<file path="config.mk">
export PLATFORM = sky130hd
export DESIGN_NAME = imem_boot_ctrl
export DESIGN_NICKNAME = d
export VERILOG_FILES = /design/src/rtl/imem_boot_ctrl.sv
export SDC_FILE = /design/constraint.sdc
export NUM_CORES = 1
export LEC_CHECK = 0
export ABC_AREA = 0
export ABC_CLOCK_PERIOD_IN_PS = 2300
export CAP_MARGIN = 30
export CELL_PAD_IN_SITES_DETAIL_PLACEMENT = 1
export CELL_PAD_IN_SITES_GLOBAL_PLACEMENT = 2
export CORE_UTILIZATION = 38
export CTS_BUF_LIST = sky130_fd_sc_hd__clkbuf_16
export CTS_CLUSTER_SIZE = 40
export DETAILED_ROUTE_END_ITERATION = 7
export HOLD_SLACK_MARGIN = 0.15
export PLACE_DENSITY = 0.87
export SKIP_LAST_GASP = 1
export SYNTH_ARGS = -nofsm -noshare
export SYNTH_HDL_FRONTEND = slang
export SYNTH_SLANG_ARGS = --single-unit
</file>
<file path="constraint.sdc">
create_clock -name clk -period 2.3 [get_ports clk]
set_clock_uncertainty 0.15 [all_clocks]
set_input_delay 0.345 -clock clk [delete_from_list [all_inputs] [get_ports clk]]
set_output_delay 0.345 -clock clk [all_outputs]
set_load 0.05 [all_outputs]
</file>
<file path="src/rtl/imem_boot_ctrl.sv">
// Boot sequencer: holds the core in reset, loads a length-prefixed little-endian
// byte image into instruction memory, then releases the core until the next boot_req.
module imem_boot_ctrl #(
    parameter int ADDR_W  = 8,
    parameter int TIMEOUT = 1000000
) (
    input  logic              clk,
    input  logic              rst_n,
    input  logic [7:0]        rx_data,
    input  logic              rx_valid,
    output logic              rx_ready,
    input  logic              boot_req,
    output logic              imem_we,
    output logic [ADDR_W-1:0] imem_waddr,
    output logic [31:0]       imem_wdata,
    output logic              cpu_rst_n,
    output logic              busy,
    output logic              err
);

    localparam int          IDLE_W    = $clog2(TIMEOUT + 1);
    localparam logic [16:0] MAX_WORDS = 17'(2 ** ADDR_W);

    typedef enum logic [2:0] {
        S_HDR0    = 3'd0,
        S_HDR1    = 3'd1,
        S_LOAD    = 3'd2,
        S_RELEASE = 3'd3,
        S_RUN     = 3'd4,
        S_ERR     = 3'd5
    } state_t;

    state_t              r_state;
    state_t              w_next;
    logic [7:0]          r_hdr0;
    logic [1:0]          r_lane;
    logic [ADDR_W-1:0]   r_wcnt;
    logic [ADDR_W-1:0]   r_last;
    logic [23:0]         r_word;
    logic [IDLE_W-1:0]   r_idle;
    logic                w_accept;
    logic                w_counting;
    logic                w_timeout;
    logic                w_write;
    logic                w_count_ok;
    logic [16:0]         w_count;

    assign rx_ready   = (r_state == S_HDR0) || (r_state == S_HDR1) || (r_state == S_LOAD);
    assign w_accept   = rx_valid && rx_ready;
    assign w_counting = (r_state == S_HDR1) || (r_state == S_LOAD);
    assign w_count    = {1'b0, rx_data, r_hdr0};
    assign w_count_ok = (w_count != 17'd0) && (w_count <= MAX_WORDS);
    assign w_timeout  = w_counting && !w_accept && (r_idle == IDLE_W'(TIMEOUT - 1));
    // A boot_req on the 4th byte discards the word instead of writing it
    assign w_write    = (r_state == S_LOAD) && w_accept && (r_lane == 2'd3) && !boot_req;

    // Next-state decode; boot_req overrides everything, then timeout
    always_comb begin
        w_next = r_state;
        if (boot_req) begin
            w_next = S_HDR0;
        end else if (w_timeout) begin
            w_next = S_ERR;
        end else begin
            case (r_state)
                S_HDR0: begin
                    if (w_accept) w_next = S_HDR1;
                    else          w_next = S_HDR0;
                end
                S_HDR1: begin
                    if (w_accept) w_next = w_count_ok ? S_LOAD : S_ERR;
                    else          w_next = S_HDR1;
                end
                S_LOAD: begin
                    if (w_write && (r_wcnt == r_last)) w_next = S_RELEASE;
                    else                               w_next = S_LOAD;
                end
                S_RELEASE: w_next = S_RUN;
                S_RUN:     w_next = S_RUN;
                S_ERR:     w_next = S_ERR;
                default:   w_next = S_HDR0;
            endcase
        end
    end

    // State, counters, word assembly and next-state-decoded registered outputs
    always_ff @(posedge clk or negedge rst_n) begin
        if (!rst_n) begin
            r_state    <= S_HDR0;
            r_hdr0     <= 8'h00;
            r_lane     <= 2'd0;
            r_wcnt     <= '0;
            r_last     <= '0;
            r_word     <= 24'h000000;
            r_idle     <= '0;
            imem_we    <= 1'b0;
            imem_waddr <= '0;
            imem_wdata <= 32'h0000_0000;
            cpu_rst_n  <= 1'b0;
            busy       <= 1'b1;
            err        <= 1'b0;
        end else begin
            r_state   <= w_next;
            imem_we   <= w_write;
            cpu_rst_n <= (w_next == S_RUN);
            busy      <= (w_next == S_HDR0) || (w_next == S_HDR1) ||
                         (w_next == S_LOAD) || (w_next == S_RELEASE);
            err       <= (w_next == S_ERR);
            if (w_write) begin
                imem_waddr <= r_wcnt;
                imem_wdata <= {rx_data, r_word};
            end
            if (boot_req) begin
                r_lane <= 2'd0;
                r_wcnt <= '0;
                r_idle <= '0;
            end else begin
                if (w_accept || (w_next == S_HDR0)) begin
                    r_idle <= '0;
                end else if (w_counting) begin
                    r_idle <= r_idle + IDLE_W'(1);
                end
                if (w_accept && (r_state == S_HDR0)) begin
                    r_hdr0 <= rx_data;
                end
                if (w_accept && (r_state == S_HDR1)) begin
                    r_last <= ADDR_W'(w_count - 17'd1);
                    r_wcnt <= '0;
                    r_lane <= 2'd0;
                end
                // Counter stops at the last address so it never wraps to 0
                if (w_accept && (r_state == S_LOAD)) begin
                    r_lane <= r_lane + 2'd1;
                    r_word <= {rx_data, r_word[23:8]};
                    if ((r_lane == 2'd3) && (r_wcnt != r_last)) begin
                        r_wcnt <= r_wcnt + ADDR_W'(1);
                    end
                end
            end
        end
    end

endmodule

</file>
**Yosys cells after proc, flatten, opt, wreduce, memory -nomap -nowiden**

Index checks and enable logic that the tools add are counted.

- Reductions and logical operators: 29
- Equal/unequal tests: 14
- Multiplexer cells: 17
- Add/subtract/negate cells: 4
- Bitwise gates (word level): 1
- $lt $le $gt $ge: 1

Operator list:

| kind | number |
|---|---|
| two-way mux 20 bit | 3 |
| two-way mux 8 bit | 4 |
| adder 20 x 1 -> 20 bit, second input constant | 1 |
| == test 20 bit, second input constant | 1 |
| nonzero test 17 bit | 1 |
| <= comparator 16 x 9 -> 1 bit, second input constant | 1 |
| one-hot mux 3 bit (5 select lines) | 1 |
| == test 3 x 2 -> 1 bit, second input constant | 4 |
| == test 3 bit, second input constant | 4 |
| two-way mux 3 bit | 4 |
| logical AND 1 bit | 11 |
| adder 8 x 1 -> 8 bit, second input constant | 1 |
| == test 8 bit | 1 |
| inequality test 8 bit | 1 |
| subtractor 8 x 1 -> 8 bit, second input constant | 1 |
| logical OR 1 bit | 7 |
| == test 3 x 1 -> 1 bit, second input constant | 2 |
| zero test 3 bit | 2 |
| two-way mux 2 bit | 3 |
| AND reduction 2 bit | 3 |
| nonzero test 3 bit | 2 |
| adder 2 x 1 -> 2 bit, second input constant | 1 |
| == test 2 bit, second input constant | 1 |
| zero test 1 bit | 2 |
| 3 further kinds | 4 |

- Input port bits: 12
- Word-level logic and storage cells: 79
- Register bits: 117
- Output and inout bits: 45

**Logic depth before layout (Yosys ltp)**

Gate-level depths: netlist of run 1.

- Depth in word-level cells: 16
- Gate-level depth with buffers: 8
- Mapped depth without buffers: 8

**Worst setup path before layout of run 1**

No wires, ideal clock.

- Path kind: register -> register
- Start: register r_hdr0[2]
- End: register r_idle[1]
- Stages on the path, launching flop included: 7
- Clock period less this slack: 2.087 ns
- Arrival: 1.864 ns
- Path buffers: 1
- Setup time: 0.073 ns
- Required time: 2.077 ns
- Slack: 0.213 ns
- Path through: dfrtp_1 > or4_4 > o311ai_4 > nand3_2 > a41o_1 > buf_6 > a21oi_2

- Longest elaborated chain between the ends: 11
- Elaborated cells on any way between the ends: 13
- Those cells by class: order compare: 1; mux: 7; reduce/logical: 5

Ends and longest elaborated chain:

| element | line | source |
|---|---|---|
| from (decl) | 35 | `logic [7:0] r_hdr0;` |
| from (signal assigned) | 124 | `r_hdr0 <= rx_data;` |
| <= comparator 16 x 9 -> 1 bit or nonzero test 17 bit (tied branches) | 52 | `assign w_count_ok = (w_count != 17'd0) && (w_count <= MAX_WORDS);` |
| logical AND 1 bit (*) | 52 |  |
| two-way mux 3 bit (*) (2 in a row) | 71 | `if (w_accept) w_next = w_count_ok ? S_LOAD : S_ERR;` |
| one-hot mux 3 bit (5 select lines) (*) | 65 | `case (r_state)` |
| two-way mux 3 bit (*) | 62 | `end else if (w_timeout) begin` |
| two-way mux 3 bit (*) | 60 | `if (boot_req) begin` |
| zero test 3 bit (*) | 118 | `if (w_accept \|\| (w_next == S_HDR0)) begin` |
| logical OR 1 bit (*) | 118 |  |
| two-way mux 20 bit | 118 |  |
| two-way mux 20 bit | 113 | `if (boot_req) begin` |
| to (signal assigned) | 121 | `r_idle <= r_idle + IDLE_W'(1);` |
| to (decl) | 40 | `logic [IDLE_W-1:0] r_idle;` |

Mark *: on every way between the ends. The rest lies on a longest branch, timed or not.
A chain may end at the register's enable or synchronous reset.

**Worst setup path in the final report of run 1**

- Start: register r_hdr0[4]
- End: register r_idle[1]

Same word-level chain as after synthesis.

==> results.txt, run 1 <==
----------------------------------------------------
[Floorplan]
  Die width ... 120 um
  CORE AREA ... 13500 sq um
  Ports ... 57
  Std-Cell Rows ... 42
  Floorplan die height ... 120 um
  Overall die area ... 14400 sq um
  Initial standard-cell utilization of the core ... 0.395

[Clocking]
  Clock buffer count from CTS ... 17
  Clock sink count ... 117
  Buffer levels on the longest clock path ... 2
  Clock root buffer ... sky130_fd_sc_hd__clkbuf_16
  CTS tree ... yes
  Insertion delay to the later sink of the worst-skew pair ... 420 ps
  Clock H-tree levels ... 4
  Worst-path clk slew ... 50 ps

[Power]
  Power Dens Cells ... 738 nW/um^2
  PnR Total Power ... 5.08 mW
  Leak Pwr ... 3.13 nW
  Worst voltage drop across the vdd grid ... 0.446 mV

[Setup path]
  Critical path destination ... r_idle[1]$_DFFE_PN0P_
  Endpoint required time on the critical path ... 2490 ps
  End of the worst register-to-register path ... r_idle[1]$_DFFE_PN0P_
  Worst R2R Setup Slack ... 40 ps
  Critical R2R Launch ... r_hdr0[4]$_DFFE_PN0P_
  Sort of element at the start of the critical path ... register
  Setup Crit Path Kind ... register to register
  R2R cell count ... 6
  Crit. End Element ... register
  Largest fanout on the critical path ... 20
  Arrival time of the worst setup path ... 2450 ps
  Critical Path Start ... r_hdr0[4]$_DFFE_PN0P_

[Finish]
  Count of nets after finishing ... 572
  Area grow syn2layout ... 29.5%
  Register cell area after layout ... 2930 sq um
  Count of filler cells inserted in the layout ... 1497
  Leading cell type in the layout, fill and taps excluded ... sky130_fd_sc_hd__dfrtp_1
  Total inserted antenna cells ... 0
  Area of the multi-input gates ... 2260 sq um
  Highest-count cells in the layout ignoring fill and taps ... 116 x sky130_fd_sc_hd__dfrtp_1, 74 x sky130_fd_sc_hd__nand2_1, 54 x sky130_fd_sc_hd__clkdlybuf4s50_1
  Share of post-route cells with drive strength above 1 ... 0.261
  Final design utilization ... 0.511

[STA]
  Number of slew-limit violations in the final report ... 0
  Fraction of the cycle the final worst path needs ... 0.982
  Transition at the pin with the smallest max-transition slack ... 550 ps
  Headroom to the max-slew limit ... 0.632
  Setup-violating endpoint count in the final report ... 0
  Maximum clock rate ... 443 MHz
  Final critical delay including setup and external delays ... 2260 ps
  Final hold vios ... 0
  Final Hold Slack ... 279 ps
  RSZ-0062 raised after global routing ... no

[Route]
  Wire length per cell ... 17.5 um
  Final routed DRC violation total ... 0
  Post-Route WL ... 13.0 mm
  Via-per-instance ratio ... 5.13
  Initial detailed-routing violation count ... 155
  Vias after detailed routing ... 3806
  Final ANT Viol Nets ... 0
  Count of TritonRoute iterations in the first routing pass ... 4

[Logic synthesis]
  Post-synth EDFFs ... 0
  Async set or reset register ratio after synthesis ... 1.00
  Synthesized instance count ... 462
  Total of warnings raised by yosys ... 0
  Sequential-to-total area share from yosys stat ... 0.552
  Most instantiated flip-flop cell in the synthesis netlist ... sky130_fd_sc_hd__dfrtp_1
  Synth Net Count ... 479
  Mean Syn Cell Area ... 11.5 sq um
  Main area contributors after synthesis ... sky130_fd_sc_hd__dfrtp_1 55%, sky130_fd_sc_hd__mux2_2 11%, sky130_fd_sc_hd__nand2_1 5.2%
  Number of distinct library cells after synthesis ... 57
  Register bit count reported by yosys ... 117
  Cell taking the most area after synthesis ... sky130_fd_sc_hd__dfrtp_1
  Area share of the largest cell type after synthesis ... 0.547
  Cell Area, Synth ... 5310 sq um

[Global routing]
  Maximum number of pins on one net before global-route repair ... 46
  Number of antenna violations at the first check in global routing ... 0
  Vias in the first global route ... 4204
  Total GRT Usage ... 0.201
  Overflow left after global routing ... 0
  First-pass GRT wire length ... 22.2 mm

[Placement]
  Routability congestion estimate ... 0.848
  Estimated wirelength of the detail-placed design ... 8.94 mm
  I/O Buffers ... 56

[Run status]
  Run status ... complete, no violations

[Flow run]
  Max capacitance violation total ... 0

[Hold path]
  Class of the tightest hold or removal check ... primary input to async pin

----------------------------------------------------
[cell usage after synthesis (2+ instances only)]
cell type and number:
sky130_fd_sc_hd__dfrtp_1 116, sky130_fd_sc_hd__nand2_1 74, sky130_fd_sc_hd__mux2_2 50, sky130_fd_sc_hd__xnor2_1 18, sky130_fd_sc_hd__nor2_2 17, sky130_fd_sc_hd__xor2_1 17, sky130_fd_sc_hd__nor2_1 16, sky130_fd_sc_hd__nand3_1 13
sky130_fd_sc_hd__nand4_1 12, sky130_fd_sc_hd__o21ai_0 11, sky130_fd_sc_hd__a21oi_1 9, sky130_fd_sc_hd__clkbuf_1 9, sky130_fd_sc_hd__inv_1 7, sky130_fd_sc_hd__and3_1 6, sky130_fd_sc_hd__nor3_1 6, sky130_fd_sc_hd__nor4_1 6
sky130_fd_sc_hd__ha_1 5, sky130_fd_sc_hd__nand2b_1 5, sky130_fd_sc_hd__a21o_1 4, sky130_fd_sc_hd__and4_1 4, sky130_fd_sc_hd__buf_2 4, sky130_fd_sc_hd__mux2_1 4, sky130_fd_sc_hd__nor2b_1 4, sky130_fd_sc_hd__buf_4 3
sky130_fd_sc_hd__a31o_1 2, sky130_fd_sc_hd__and2b_1 2, sky130_fd_sc_hd__buf_6 2, sky130_fd_sc_hd__mux2i_1 2, sky130_fd_sc_hd__nor2_4 2, sky130_fd_sc_hd__nor3b_1 2, sky130_fd_sc_hd__nor4b_1 2, sky130_fd_sc_hd__o21ai_1 2
sky130_fd_sc_hd__or2_2 2
[cell families after synthesis]
family | Yosys count | share of synthesized area
buffers and inverters | 26 | 0.0243
AOI/OAI and AO/OA | 41 | 0.0542
xor gates and xnor gates | 35 | 0.0577
DFF | 117 | 0.552
muxes | 56 | 0.118
adders and majority gates | 5 | 0.0118
and+or+nand+nor | 182 | 0.182
[metrics by stage]
| step | worst slack [ps] | instance area, sq um | TNS [ps] | std cells |
|---|---|---|---|---|
| 5_1_grt | 1.52 | 6880 | 0 | 742 |
| 4_1_cts | 40.3 | 6870 | 0 | 742 |
| 2_1_floorplan | 213 | 5310 | 0 | 462 |
| 3_3_place_gp | -150 | 6340 | -2770 | 711 |
| 3_5_place_dp | -205 | 6340 | -4000 | 711 |
| 6_report | 42.3 | 6880 | 0 | 742 |
[worst max-delay path: stages (launching register included)]
cell	delay, ps
sky130_fd_sc_hd__dfrtp_1	430
sky130_fd_sc_hd__or4_4	560
sky130_fd_sc_hd__o311ai_4	360
sky130_fd_sc_hd__nand3_2	100
sky130_fd_sc_hd__a41o_1	280
sky130_fd_sc_hd__buf_12	180
sky130_fd_sc_hd__a21oi_2	120
[registers in the layout, indices dropped and copies added, names as in the netlist, 2 cells and up]
signal      cells
r_word         24
r_state         3
r_wcnt          8
r_hdr0          8
imem_wdata     32
r_last          8
r_lane          2
r_idle         20
imem_waddr      8
[power breakdown]
| group | leakage (nW) | total (mW) | switching, mW | internal (mW) |
|---|---|---|---|---|
| Clock | 0.258 | 2.35 | 0.909 | 1.44 |
| Combinational | 1.27 | 0.473 | 0.265 | 0.209 |
| Sequential | 1.60 | 2.25 | 0.0971 | 2.15 |
| Total | 3.13 | 5.08 | 1.27 | 3.81 |
[how the worst min path moves through the flow]
stage / cells after the start / slack [ps] / end / from
3_3_place_gp: 1 / 160 / r_idle[14]$_DFFE_PN0P_ / rst_n
5_1_grt: 2 / 320 / r_idle[14]$_DFFE_PN0P_ / rst_n
3_5_place_dp: 1 / 170 / r_idle[14]$_DFFE_PN0P_ / rst_n
4_1_cts: 2 / 280 / r_idle[18]$_DFFE_PN0P_ / rst_n
2_1_floorplan: 0 / -100 / cpu_rst_n$_DFF_PN0_ / rst_n
6_report: 2 / 280 / r_idle[14]$_DFFE_PN0P_ / rst_n
[metal layers]
layer	wire length [um]	share of wire	global-route usage	vias to the layer above
li1	-	-	-	1792
met2	6240	0.48	0.324	75
met3	526	0.041	0.0547	18
met5	0	0	0	-
met1	6020	0.46	0.257	1921
met4	186	0.014	0.0781	0
[layout make-up]
cell class                      count  share of cell area
Multi-Input combinational cell    319               0.328
Tap cell                          176              0.0320
Clock buffer                       17              0.0619
Inverter                            8             0.00437
Sequential cell                   117               0.426
Clock inverter                     13              0.0140
Timing Repair Buffer               92               0.133
[repair_timing]
item	4_1_cts	5_1_grt
endpoints found under the setup margin	0	1
buffers inserted	0	0
hold endpoints to repair	116	0
resized for setup	0	1
hold buffers	1	0
Power figures use the tool's default switching activity.
==> run 2, diff against run 1 <==
--- a/config.mk
+++ b/config.mk
@@ -6,16 +6,16 @@
 export NUM_CORES = 1
 export LEC_CHECK = 0
 export ABC_AREA = 0
-export ABC_CLOCK_PERIOD_IN_PS = 2300
+export ABC_CLOCK_PERIOD_IN_PS = 2400
 export CAP_MARGIN = 30
 export CELL_PAD_IN_SITES_DETAIL_PLACEMENT = 1
 export CELL_PAD_IN_SITES_GLOBAL_PLACEMENT = 2
-export CORE_UTILIZATION = 38
-export CTS_BUF_LIST = sky130_fd_sc_hd__clkbuf_16
+export CORE_UTILIZATION = 39
+export CTS_BUF_LIST = sky130_fd_sc_hd__clkbuf_8
 export CTS_CLUSTER_SIZE = 40
 export DETAILED_ROUTE_END_ITERATION = 7
 export HOLD_SLACK_MARGIN = 0.15
-export PLACE_DENSITY = 0.87
+export PLACE_DENSITY = 0.89
 export SKIP_LAST_GASP = 1
 export SYNTH_ARGS = -nofsm -noshare
 export SYNTH_HDL_FRONTEND = slang
==> constraint.sdc (replaced) <==
create_clock -name clk -period 2.4 [get_ports clk]
set_clock_uncertainty 0.15 [all_clocks]
set_input_delay 0.36 -clock clk [delete_from_list [all_inputs] [get_ports clk]]
set_output_delay 0.36 -clock clk [all_outputs]
set_load 0.05 [all_outputs]
==> run 2 against run 1 <==
Effect of this change:
- clock-buffer cell count up 1
- final area down 2.8%
- flip-flop and latch count unchanged
- critical endpoint is now r_idle[17]$_DFFE_PN0P_
- setup slack better by 77 ps
- largest cell class unchanged
- via count up 0.34%
- register-to-register slack better by 80 ps
- critical path depth unchanged
- routed wire length down 1.0%
==> results.txt, run 2 (synthesis gave the netlist of run 1 again) <==
----------------------------------------------------
[Placement]
  Number of instances in the placed design ... 708
  Post-Place Worst Slack ... -113 ps
  I/O Buffers ... 56
  Estimated wirelength of the detail-placed design ... 8.82 mm
  Placed inst area ... 6290 sq um
  Routability congestion estimate ... 0.807

[Setup path]
  Cell type of the slowest stage on the worst timing path ... sky130_fd_sc_hd__or4_4
  Setup Crit Path Kind ... register to register
  Max incr delay on CP ... 570 ps
  Buffering stage count on the worst path with inverters included ... 1
  Crit. End Element ... register
  Endpoint required time on the critical path ... 2630 ps
  Kind of cell adding the most delay to the critical path ... simple AND/OR/NAND/NOR gates
  Series of cell instances along the critical path ... or4_4 > o311ai_4 > nand3_2 > a41o_1 > buf_12 > nor2_2
  Largest fanout on the critical path ... 20
  Arrival time of the worst setup path ... 2510 ps
  Sort of element at the start of the critical path ... register

[Finish]
  Flip-flop count of the largest register, all copies and words added ... 32
  Final design utilization ... 0.505
  Area grow syn2layout ... 25.9%
  Largest Register ... imem_wdata
  Area of the multi-input gates ... 2250 sq um
  Count of filler cells inserted in the layout ... 1442
  Leading cell type in the layout, fill and taps excluded ... sky130_fd_sc_hd__dfrtp_1
  Count of nets after finishing ... 569
  Register cell area after layout ... 2930 sq um
  Final standard cell area without fillers ... 6690 sq um
  Share of post-route cells with drive strength above 1 ... 0.262
  Fin cells ... 741
  Highest-count cells in the layout ignoring fill and taps ... 116 x sky130_fd_sc_hd__dfrtp_1, 74 x sky130_fd_sc_hd__nand2_1, 54 x sky130_fd_sc_hd__clkdlybuf4s50_1
  Total inserted antenna cells ... 0
  Top Registers ... imem_wdata x32, r_word x24, r_idle x20

[Power]
  Leak Pwr ... 3.05 nW
  Int Power ... 3.20 mW
  Power Dens Cells ... 651 nW/um^2
  Worst voltage drop across the vdd grid ... 0.354 mV
  Switching Power ... 1.15 mW
  Share of power burned in registers ... 0.494
  Fraction of power spent switching nets ... 0.265
  Comb pwr share ... 0.102
  Clock share of power ... 0.405

[Global routing]
  Total GRT Usage ... 0.201
  First-pass GRT wire length ... 21.7 mm
  Number of antenna violations at the first check in global routing ... 0
  Vias in the first global route ... 4136
  Maximum number of pins on one net before global-route repair ... 54
  Overflow left after global routing ... 0

[STA]
  Final Hold Slack ... 248 ps
  Final hold vios ... 0
  Transition at the pin with the smallest max-transition slack ... 656 ps
  Maximum clock rate ... 439 MHz
  Number of slew-limit violations in the final report ... 0
  RSZ-0062 raised after global routing ... no
  Final critical delay including setup and external delays ... 2280 ps
  Headroom to the max-slew limit ... 0.561
  Setup-violating endpoint count in the final report ... 0
  Fraction of the cycle the final worst path needs ... 0.950
  Setup WS post-layout ... 120 ps

[Clocking]
  Count of instances resized after the clock tree is built ... 0
  CTS tree ... yes
  Buffer levels on the longest clock path ... 2
  Clock buffer count from CTS ... 17
  Insertion delay to the later sink of the worst-skew pair ... 450 ps
  Clock root buffer ... sky130_fd_sc_hd__clkbuf_8
  Worst-path clk slew ... 70 ps
  Clock sink count ... 117
  Clock H-tree levels ... 4

[Floorplan]
  Overall die area ... 14100 sq um
  Die width ... 119 um
  CORE AREA ... 13200 sq um
  Initial standard-cell utilization of the core ... 0.401
  Std-Cell Rows ... 42
  Floorplan die height ... 119 um
  Ports ... 57

[Route]
  Post-Route WL ... 12.8 mm
  Initial detailed-routing violation count ... 186
  Wire length per cell ... 17.3 um
  Final ANT Viol Nets ... 0
  Final routed DRC violation total ... 0
  Count of TritonRoute iterations in the first routing pass ... 4
  Vias after detailed routing ... 3819
  Via-per-instance ratio ... 5.15

[Run status]
  Run status ... complete, no violations

[Flow run]
  Max capacitance violation total ... 0

[Hold path]
  Class of the tightest hold or removal check ... primary input to async pin

----------------------------------------------------
run 2: routing by layer:
| metal | track usage | routed length, um | up-vias |
|---|---|---|---|
| li1 | - | - | 1769 |
| met1 | 0.256 | 5690 | 1945 |
| met2 | 0.321 | 6300 | 87 |
| met3 | 0.0507 | 614 | 18 |
| met4 | 0.0949 | 242 | 0 |
| met5 | 0 | 0 | - |
run 2: path summary, 6_finish.rpt:
kind                                            start                endpoint  slack (ps)  depth (start not counted)
worst max-delay path            r_hdr0[4]$_DFFE_PN0P_  r_idle[17]$_DFFE_PN0P_         120                          6
worst min-delay path                            rst_n  r_idle[13]$_DFFE_PN0P_         250                          2
max in group asynchronous                       rst_n   r_word[6]$_DFFE_PN0P_        1170                          3
worst min register to register  r_word[7]$_DFFE_PN0P_   r_word[7]$_DFFE_PN0P_         330                          2
worst max register to register  r_hdr0[4]$_DFFE_PN0P_  r_idle[17]$_DFFE_PN0P_         120                          6
min in group clk                r_word[7]$_DFFE_PN0P_   r_word[7]$_DFFE_PN0P_         330                          2
run 2: per-stage QoR:
| stage | power (mW) | TNS (ps) |
|---|---|---|
| 2_1_floorplan | 2.44 | 0 |
| 3_3_place_gp | 2.61 | -1090 |
| 3_5_place_dp | 2.62 | -2140 |
| 4_1_cts | 4.41 | 0 |
| 5_1_grt | 4.55 | 0 |
| 6_report | 4.35 | 0 |
run 2: what timing repair did:
item / 4_1_cts / 5_1_grt
setup buffers: 0 / 0
endpoints found under the hold margin: 117 / 0
endpoints found under the setup margin: 0 / 0
hold buffers: 1 / 0
run 2: power groups by stage:
stage               Clock (mW)  Sequential (mW)  Combinational (mW)
finish                    1.76             2.15               0.442
global route              1.89             2.16               0.497
CTS                       1.81             2.15               0.450
detailed placement           0             2.18               0.441
global placement             0             2.18               0.428
floorplan                    0             2.17               0.265
run 2: final cells by class:
cell class              count  share of cell area
inverters                   8             0.00449
clock buffers              18              0.0371
clock inverters            14              0.0206
multi-input cells         319               0.337
well taps                 176              0.0329
flip-flops and latches    117               0.438
repair buffers             89               0.130
==> run 3, diff against run 2 <==
--- a/config.mk
+++ b/config.mk
@@ -17,6 +17,7 @@
 export HOLD_SLACK_MARGIN = 0.15
 export PLACE_DENSITY = 0.89
 export SKIP_LAST_GASP = 1
+export SLEW_MARGIN = 0
 export SYNTH_ARGS = -nofsm -noshare
 export SYNTH_HDL_FRONTEND = slang
 export SYNTH_SLANG_ARGS = --single-unit
==> results of run 3 <==
Same layout as run 2: the final DEF is identical, and so are final timing and power.
